### config.mk
export PLATFORM = sky130hd
export DESIGN_NAME = axil_read_master
export DESIGN_NICKNAME = d
export VERILOG_FILES = /design/src/rtl/axil_pkg.sv /design/src/rtl/axil_read_master.sv
export SDC_FILE = /design/constraint.sdc
export NUM_CORES = 1
export LEC_CHECK = 0
export ABC_AREA = 1
export CAP_MARGIN = 20
export CORE_MARGIN = 2
export CORE_UTILIZATION = 44
export DETAILED_ROUTE_END_ITERATION = 8
export PLACE_DENSITY = 0.84
export RECOVER_POWER = 25
export SYNTH_ARGS = -nofsm -noshare
export SYNTH_HDL_FRONTEND = slang
export SYNTH_SLANG_ARGS = --single-unit
### constraint.sdc
create_clock -name clk -period 1.9 [get_ports clk]
set_clock_uncertainty 0.2 [all_clocks]
set_input_delay 0.57 -clock clk [delete_from_list [all_inputs] [get_ports clk]]
set_output_delay 0.57 -clock clk [all_outputs]
set_load 0.01 [all_outputs]
### src/rtl/axil_pkg.sv
// Shared AXI4-Lite definitions: response codes and read-master state encoding.
// The slave-side channels import the same package.
package axil_pkg;

    localparam logic [1:0] RESP_OKAY   = 2'b00;
    localparam logic [1:0] RESP_EXOKAY = 2'b01;
    localparam logic [1:0] RESP_SLVERR = 2'b10;
    localparam logic [1:0] RESP_DECERR = 2'b11;

    typedef enum logic [1:0] {
        RM_IDLE = 2'b00,
        RM_ADDR = 2'b01,
        RM_DATA = 2'b10,
        RM_RESP = 2'b11
    } rm_state_t;

endpackage

### src/rtl/axil_read_master.sv
// AXI4-Lite read initiator: one outstanding read, bounded SLVERR retry,
// result returned on a valid/ready response port. All outputs registered.
module axil_read_master
    import axil_pkg::*;
#(
    parameter int ADDR_WIDTH = 5,
    parameter int DATA_WIDTH = 32,
    parameter int MAX_RETRY  = 2,
    parameter int RETRY_W    = 2
) (
    input  logic                  clk,
    input  logic                  resetn,
    input  logic                  cmd_valid,
    input  logic [ADDR_WIDTH-1:0] cmd_addr,
    output logic                  cmd_ready,
    output logic                  ARVALID,
    output logic [ADDR_WIDTH-1:0] ARADDR,
    output logic [2:0]            ARPROT,
    input  logic                  ARREADY,
    input  logic                  RVALID,
    input  logic [DATA_WIDTH-1:0] RDATA,
    input  logic [1:0]            RRESP,
    output logic                  RREADY,
    output logic                  rsp_valid,
    output logic [DATA_WIDTH-1:0] rsp_data,
    output logic [1:0]            rsp_resp,
    output logic [RETRY_W-1:0]    rsp_retries,
    input  logic                  rsp_ready
);

    localparam logic [RETRY_W-1:0] RETRY_LIM = RETRY_W'(MAX_RETRY);

    rm_state_t          state;
    logic [RETRY_W-1:0] retry_cnt;

    assign ARPROT = 3'b000;

    // Handshake outputs are updated together with the state so each one is a
    // plain flop that is high exactly while the FSM sits in its phase.
    always_ff @(posedge clk or negedge resetn) begin
        if (!resetn) begin
            state       <= RM_IDLE;
            cmd_ready   <= 1'b1;
            ARVALID     <= 1'b0;
            ARADDR      <= '0;
            RREADY      <= 1'b0;
            rsp_valid   <= 1'b0;
            rsp_data    <= '0;
            rsp_resp    <= RESP_OKAY;
            rsp_retries <= '0;
            retry_cnt   <= '0;
        end else begin
            case (state)
                RM_IDLE: begin
                    if (cmd_valid) begin
                        ARADDR    <= cmd_addr;
                        retry_cnt <= '0;
                        cmd_ready <= 1'b0;
                        ARVALID   <= 1'b1;
                        state     <= RM_ADDR;
                    end
                end
                RM_ADDR: begin
                    if (ARREADY) begin
                        ARVALID <= 1'b0;
                        RREADY  <= 1'b1;
                        state   <= RM_DATA;
                    end
                end
                RM_DATA: begin
                    if (RVALID) begin
                        rsp_data    <= RDATA;
                        rsp_resp    <= RRESP;
                        rsp_retries <= retry_cnt;
                        RREADY      <= 1'b0;
                        if (RRESP == RESP_SLVERR && retry_cnt < RETRY_LIM) begin
                            retry_cnt <= retry_cnt + 1'b1;
                            ARVALID   <= 1'b1;
                            state     <= RM_ADDR;
                        end else begin
                            rsp_valid <= 1'b1;
                            state     <= RM_RESP;
                        end
                    end
                end
                RM_RESP: begin
                    if (rsp_ready) begin
                        rsp_valid <= 1'b0;
                        cmd_ready <= 1'b1;
                        state     <= RM_IDLE;
                    end
                end
                default: begin
                    cmd_ready <= 1'b1;
                    ARVALID   <= 1'b0;
                    RREADY    <= 1'b0;
                    rsp_valid <= 1'b0;
                    state     <= RM_IDLE;
                end
            endcase
        end
    end

endmodule

# Word-level counts from Yosys, hierarchy flattened
# Cells that the tools add are included.
[totals]
out_inout_bits = 48
in_bits = 45
wordCells = 62
reg_bits = 49
[op_classes]
add_sub_neg = 1
eq_ne = 10
mux = 25
reduce_logical = 15
magnitude_cmp = 1
[ops]
columns = ["op", "n"]
rows = [
  ["$mux 2", 8],
  ["$ne 2x2->1 const B", 6],
  ["$reduce_and 4->1", 3],
  ["$mux 1", 11],
  ["$pmux 2 s4", 1],
  ["$reduce_bool 2->1", 4],
  ["$eq 2x2->1 const B", 3],
  ["$pmux 1 s2", 3],
  ["$reduce_and 3->1", 2],
  ["$reduce_and 5->1", 1],
  ["$pmux 2 s2", 1],
  ["$reduce_and 2->1", 2],
  ["$pmux 1 s3", 1],
  ["$reduce_bool 3->1", 1],
  ["$add 2x1->2 const B", 1],
  ["$eq 2x1->1 const B", 1],
  ["$logic_not 2->1", 1],
  ["$lt 2x2->1 const B", 1],
  ["$logic_and 1x1->1", 1],
]

# Depth between registers and ports, before layout
# Gate-level depths: netlist of the first run.
[logic_depth]
depth_word = 5
depth_mapped = 9

# Worst setup path before layout of the first run
# Ideal clock, no wire load.
[synth_path]
kind = "input -> register"
startpoint = "input RRESP[1]"
endpoint = "register retry_cnt[1]"
arrival_time_ns = 1.074
path_stages = 7
slack_ns = 0.510
path_cell_list = "inv_1 nor2_1 nand3_1 nand2_1 nand2_2 nand2_1 nand2_1"
[synth_via]
elab_chain_cells = 4
[synth_lines]
columns = ["element", "line_no", "rtl"]
rows = [
  ["start, declared", "axil_read_master.sv:22", "input logic [1:0] RRESP,"],
  ["$eq 2x2->1", "axil_read_master.sv:76", "if (RRESP == RESP_SLVERR && retry_cnt < RETRY_LIM) begin"],
  ["$logic_and 1x1->1", "axil_read_master.sv:76", ""],
  ["$ne 2x2->1 (no line)", "--", ""],
  ["$reduce_and 4->1 (no line)", "--", ""],
  ["end signal, assigned", "axil_read_master.sv:77", "retry_cnt <= retry_cnt + 1'b1;"],
  ["end, declared", "axil_read_master.sv:34", "logic [RETRY_W-1:0] retry_cnt;"],
]
# No other way between the ends.
# A chain may end at the register's enable or synchronous reset.

# Worst setup path after layout of the first run
[layout_path]
startpoint = "register cmd_ready"
endpoint = "output cmd_ready"
[layout_rtl]
columns = ["element", "line_no", "rtl"]
rows = [
  ["start, declared", "axil_read_master.sv:15", "output logic cmd_ready,"],
  ["start signal, assigned", "axil_read_master.sv:43", "cmd_ready <= 1'b1;"],
  ["start signal, assigned", "axil_read_master.sv:58", "cmd_ready <= 1'b0;"],
  ["start signal, assigned", "axil_read_master.sv:89", "cmd_ready <= 1'b1;"],
]
# No word-level cell between the ends.

==> results of run 1 <==
registers in the layout (all words and copies together), names as in the netlist:
name,flops
RREADY,1
retry_cnt,2
rsp_data,32
rsp_retries,2
ARVALID,1
state,2
rsp_valid,1
ARADDR,5
cmd_ready,1
rsp_resp,2
synthesized netlist by cell type:
cell / instances
inv_1: 11
a32o_1: 1
nand3_1: 7
o21ai_1: 3
dfrtp_1: 48
inv_4: 1
nand2_2: 3
buf_6: 4
nor2_1: 6
nand2_1: 139
buf_2: 4
conb_1: 1
dfstp_2: 1
nor3_1: 2
inv_2: 2
a31oi_1: 1
nor2_4: 1
nand4_1: 1
buf_4: 4
o21ai_0: 1
kinds of logic after synthesis:
| logic type | after synthesis |
|---|---|
| other | 1 |
| flip-flops | 49 |
| AND/OR/NAND/NOR | 159 |
| AO/OA/AOI/OAI | 6 |
| buffers and inverters | 26 |
routing by layer:
metal | up-vias | GRT usage (%)
li1 | 905 | -
met1 | 803 | 23.9
met2 | 69 | 31.8
met3 | 5 | 3.89
met4 | 0 | 5.03
met5 | - | 0
placed cells by master, fill, tap and decap left out, drive strengths merged:
cell type / netlist / final
dfrtp: 48 / 48
buf: 12 / 5
nand4: 1 / 1
nand3: 7 / 7
nor2: 7 / 7
clkinv: 0 / 1
conb: 1 / 3
nor3: 2 / 2
dlygate4sd2: 0 / 45
dfstp: 1 / 1
a31oi: 1 / 1
o21ai: 4 / 4
clkdlybuf4s50: 0 / 43
clkbuf: 0 / 8
nand2: 142 / 142
inv: 14 / 14
a32o: 1 / 1
power groups by stage:
stage	combinational, uW	clock [uW]	sequential (uW)
after floorplan	868	0	1980
after global placement	2080	0	1820
after detailed placement	2140	0	1830
after CTS	1840	678	1800
after global routing	2050	709	1860
final	1800	648	1800
worst register-to-register path: stages, from the launching register on:
cell and delay [ns]:
dfrtp_1 0.52, inv_2 0.10, nor2_4 0.11, nand2_2 0.10, inv_4 0.26, nand2_1 0.11
nand2_1 0.07
how the worst max path moves through the flow:
stage / end / cells after the start
finish: cmd_ready / 1
global route: cmd_ready / 1
CTS: cmd_ready / 1
detailed placement: retry_cnt[0] / 8
global placement: retry_cnt[1] / 8
floorplan: retry_cnt[1] / 7
final cells by class:
class | instances | area, um2 | area share, %
clock buffers | 7 | 96.3 | 3.23
clock inverters | 1 | 5.00 | 0.168
inverters | 14 | 55.1 | 1.84
multi-input cells | 168 | 673 | 22.5
flip-flops and latches | 49 | 1230 | 41.1
well taps | 52 | 65.1 | 2.18
repair buffers | 94 | 865 | 28.9
per-stage QoR:
| stage | cell area, um2 | hold slack [ns] |
|---|---|---|
| after floorplan | 2050 | 0.0744 |
| after global placement | 2960 | 0.261 |
| after detailed placement | 2960 | 0.260 |
| after CTS | 3000 | 0.0549 |
| after global routing | 2990 | 0.295 |
| final | 2990 | 0.272 |
==> impl_results.md, run 1 <==
- Fin. max-slew vios: 0
- Crit-path cells: dlygate4sd2_1
- Tot Pwr: 4250 uW
- CTS Buffer Depth: 2
- Initial drt markers: 96
- Mapped cell area: 2040 um2
- Worst Setup Start Kind: register
- Final Instance Count excl. Fillers: 385
- Metal-1 WL: 1.87 mm
- CTS tree: done
- Synth Area in Simple Gates: 30.6%
- Routability Congestion: 0.819
- Clock share of power: 15.3%
- Vias in the first global route: 1763
- Core area: 4410 um2
- FF+latch count, synth: 49
- Reg2reg setup slack: 0.39 ns
- Final hold violation count: 0
- Synth Area in Compound Gates: 1.78%
- Fmax: 540 MHz
- Root Buffer: clkbuf_8
- Drt total wl: 4.45 mm
- Dpl ws: -0.0742 ns
- Num rows: 24
- Switching Power: 1580 uW
- Sequential power share: 42.3%
- WL met3: 344 um
- Initial antenna violation count: 0
- Die height: 72.1 um
- Inst Count DP: 377
- First-pass GRT wire length: 7.62 mm
- Max transition margin: 21.4%
- Top delay family on crit path: flip-flops
- Post-Syn Area per Cell: 8.48 um2
- Synth warnings: 0
- Sw frac: 37.1%
- Area Overhead vs Synth: 46.2%
- Crit Path Class: reg2out
- Bufs and invs on worst path: 1
- Worst Hold Depth: 2
- Routed wl met2: 2.19 mm
- ANT cells: 0
- Vias: 1782
- DP Wirelength: 3.36 mm
- Hold EP: RREADY
- Largest family of logic cells by synthesized area: simple AND/OR/NAND/NOR gates
- Core Util, Final: 67.7%
- Die X: 72.1 um
- Synth area leaders: dfrtp_1, nand2_1, buf_6
- CP max stage cell: dfstp_2
- Share of cells above drive strength 1: 6.61%
- Top cell type's share of synthesized area: 58.8%
- Yosys top cell by area: dfrtp_1
- Worst IR Drop VDD: 0.786 mV
- Setup bufs post-CTS: 0
- Max cap viols: 0
- PwrDens: 1420 nW/um2
- Post-synthesis sequential area ratio: 60.1%
- Top routing layer used: met4
- Total global-route track usage: 18.5%
- Filler Cell Count: 402
- Synth Area in Adders: 0%
- Slew @ Worst Pin: 1.18 ns
- R2r endpoint: rsp_data[18]
- Setup TNS: 0 ns
- CTS buffer count: 5
- Clock slew at reported path FFs: 0.08 ns
- Distinct cells, synth: 20
- TritonRoute pass-1 iters: 4
- Min Clock Period, post-route: 1.85 ns
- Status: complete, no violations
- H-Tree Depth: 2
- Post-synthesis mux area share: 0%
- Worst path arrival time: 1.08 ns
- Period utilisation layout: 97.4%
- CP Max Fanout: 2
- IO Port Bufs: 89
- Max stage delay on crit path: 0.53 ns
- CP endpoint kind: output port
- Drc violations: 0
- Hold buffer count at CTS: 0
- XOR/XNOR Fraction of Synth Area: 0%
- Leak: 0.00167 uW
- Routed vias/inst: 4.63
- Finish-stage setup viols: 0
- # nets final: 377
- Pin count of the biggest net entering global routing: 50
- Clock latency on the worst-skew pair: 0.29 ns
- Synth Instances: 241
- Die ar.: 5200 um2
- Internal power: 2670 uW
- ANT nets after route: 0
- Final worst slack: 0.0495 ns
- Total gr overflow: 0
- DR WL/cell: 11.6 um
- Part of the power in combinational logic: 42.4%
- Worst min-delay path startpoint: RREADY
- Initial Utilization: 46.3%
- RSZ-0062 raised after global routing: no
- CP startpoint: cmd_ready
- Min-Delay Path Class: reg2reg
- Req. time, crit path: 1.13 ns
- FF-to-FF path depth: 6
- I/O pins: 93
- # resized after CTS: 45
- Clk sinks: 49
- RR Startpoint: state[1]
Power figures use the tool's default switching activity.
==> run 2: changes to the inputs <==
Settings changed: CORE_ASPECT_RATIO set to 0.5, SLEW_MARGIN set to 10.
==> impl_results.md, run 2 (synthesis gave the netlist of run 1 again) <==
- Status: complete, no violations
- Worst path arrival time: 1.07 ns
- CP startpoint: cmd_ready
- Total gr overflow: 0
- Initial drt markers: 67
- FF-to-FF path depth: 6
- Num rows: 17
- Final hold violation count: 0
- # resized after CTS: 45
- Area Overhead vs Synth: 45.5%
- Pin count of the biggest net entering global routing: 50
- Leak: 0.00166 uW
- Clock slew at reported path FFs: 0.08 ns
- Filler Cell Count: 382
- Initial antenna violation count: 0
- Bufs and invs on worst path: 1
- CTS buffer count: 5
- Clk sinks: 49
- # nets final: 377
- TritonRoute pass-1 iters: 4
- Slew @ Worst Pin: 1.19 ns
- Vias: 1837
- ANT cells: 0
- Period utilisation layout: 97.0%
- Min-Delay Path Class: reg2reg
- Biggest regs: rsp_data (32), ARADDR (5)
- Routed vias/inst: 4.71
- CP max stage cell: dfstp_2
- Die ar.: 5240 um2
- CP endpoint kind: output port
- Min Clock Period, post-route: 1.84 ns
- Total global-route track usage: 21.2%
- CTS Buffer Depth: 2
- Hold slack: 0.273 ns
- Die height: 52.2 um
- Seq. cell area: 1230 um2
- RR Startpoint: state[1]
- ANT nets after route: 0
- Commonest non-fill, non-tap cell in the layout: nand2_1
- Fmax: 543 MHz
- PwrDens: 1430 nW/um2
- Crit path depth: 1
- IO Port Bufs: 89
- Setup TNS: 0 ns
- Reg2reg setup slack: 0.37 ns
- First-pass GRT wire length: 8.40 mm
- Finish-stage setup viols: 0
- Drt total wl: 5.09 mm
- Area of the multi-input gates: 673 um2
- Worst Hold Depth: 2
- H-Tree Depth: 2
- Routability Congestion: 0.823
- CP Max Fanout: 2
- Vias in the first global route: 1879
- CTS tree: done
- Worst IR Drop VDD: 0.771 mV
- Hold buffer count at CTS: 0
- Crit Path Class: reg2out
- DP Wirelength: 3.80 mm
- Tot Pwr: 4260 uW
- Worst setup path end: cmd_ready
- Max stage delay on crit path: 0.54 ns
- I/O pins: 93
- Req. time, crit path: 1.13 ns
- RSZ-0062 raised after global routing: no
- Max FFs per register: 32
- Commonest non-fill, non-tap cells in the layout: nand2_1, dfrtp_1, dlygate4sd2_1
- Fin. max-slew vios: 0
- Worst Setup Start Kind: register
- Max transition margin: 20.8%
- R2r endpoint: rsp_data[21]
- Drc violations: 0
- Core area: 4420 um2
- Setup bufs post-CTS: 0
- Die X: 100 um
- Top delay family on crit path: flip-flops
- Max cap viols: 0
- Clock latency on the worst-skew pair: 0.30 ns
- Top reg by flops: rsp_data
- Share of cells above drive strength 1: 5.71%
- Crit-path cells: clkdlybuf4s15_1
- DR WL/cell: 13.0 um
- Initial Utilization: 46.2%
- Root Buffer: clkbuf_8
run 2: routing by layer:
layer  global-route usage [%]  routed length, um  vias to the layer above
met5                        0                  0                        -
met4                     9.59                131                        0
met3                     4.80                203                       13
met2                     38.6               2670                       46
met1                     24.5               2080                      874
li1                         -                  -                      904
run 2: report_power, final:
group / internal, uW / leakage (uW) / total, uW / switching [uW]
Clock: 262 / 0.0000395 / 588 / 326
Sequential: 1520 / 0.000614 / 1820 / 301
Combinational: 824 / 0.00100 / 1850 / 1020
run 2: cell type report:
cell class                      instances  area share, %
Inverter                               14           1.85
Clock buffer                            8           2.69
Sequential cell                        49           41.3
Timing Repair Buffer                   94           29.1
Multi-Input combinational cell        168           22.6
Tap cell                               57           2.40
run 2: stage by stage:
step / utilization, % / cell area, um2 / std cells / setup slack, ns
global placement: 67.0 / 2960 / 382 / -0.0153
floorplan: - / 2050 / 243 / 0.510
detailed placement: 67.0 / 2960 / 382 / -0.0816
CTS: 67.5 / 2990 / 390 / 0.0156
finish: 67.2 / 2970 / 390 / 0.0570
global route: 67.2 / 2970 / 390 / 0.00681
run 2: worst min path at each step:
stage            startpoint           end  slack [ns]
6_report             RREADY        RREADY        0.27
5_1_grt        rsp_data[18]  rsp_data[18]        0.31
4_1_cts              resetn  rsp_data[17]        0.04
3_5_place_dp         RREADY        RREADY        0.26
3_3_place_gp      rsp_valid     rsp_valid        0.26
2_1_floorplan        resetn     ARADDR[0]        0.07
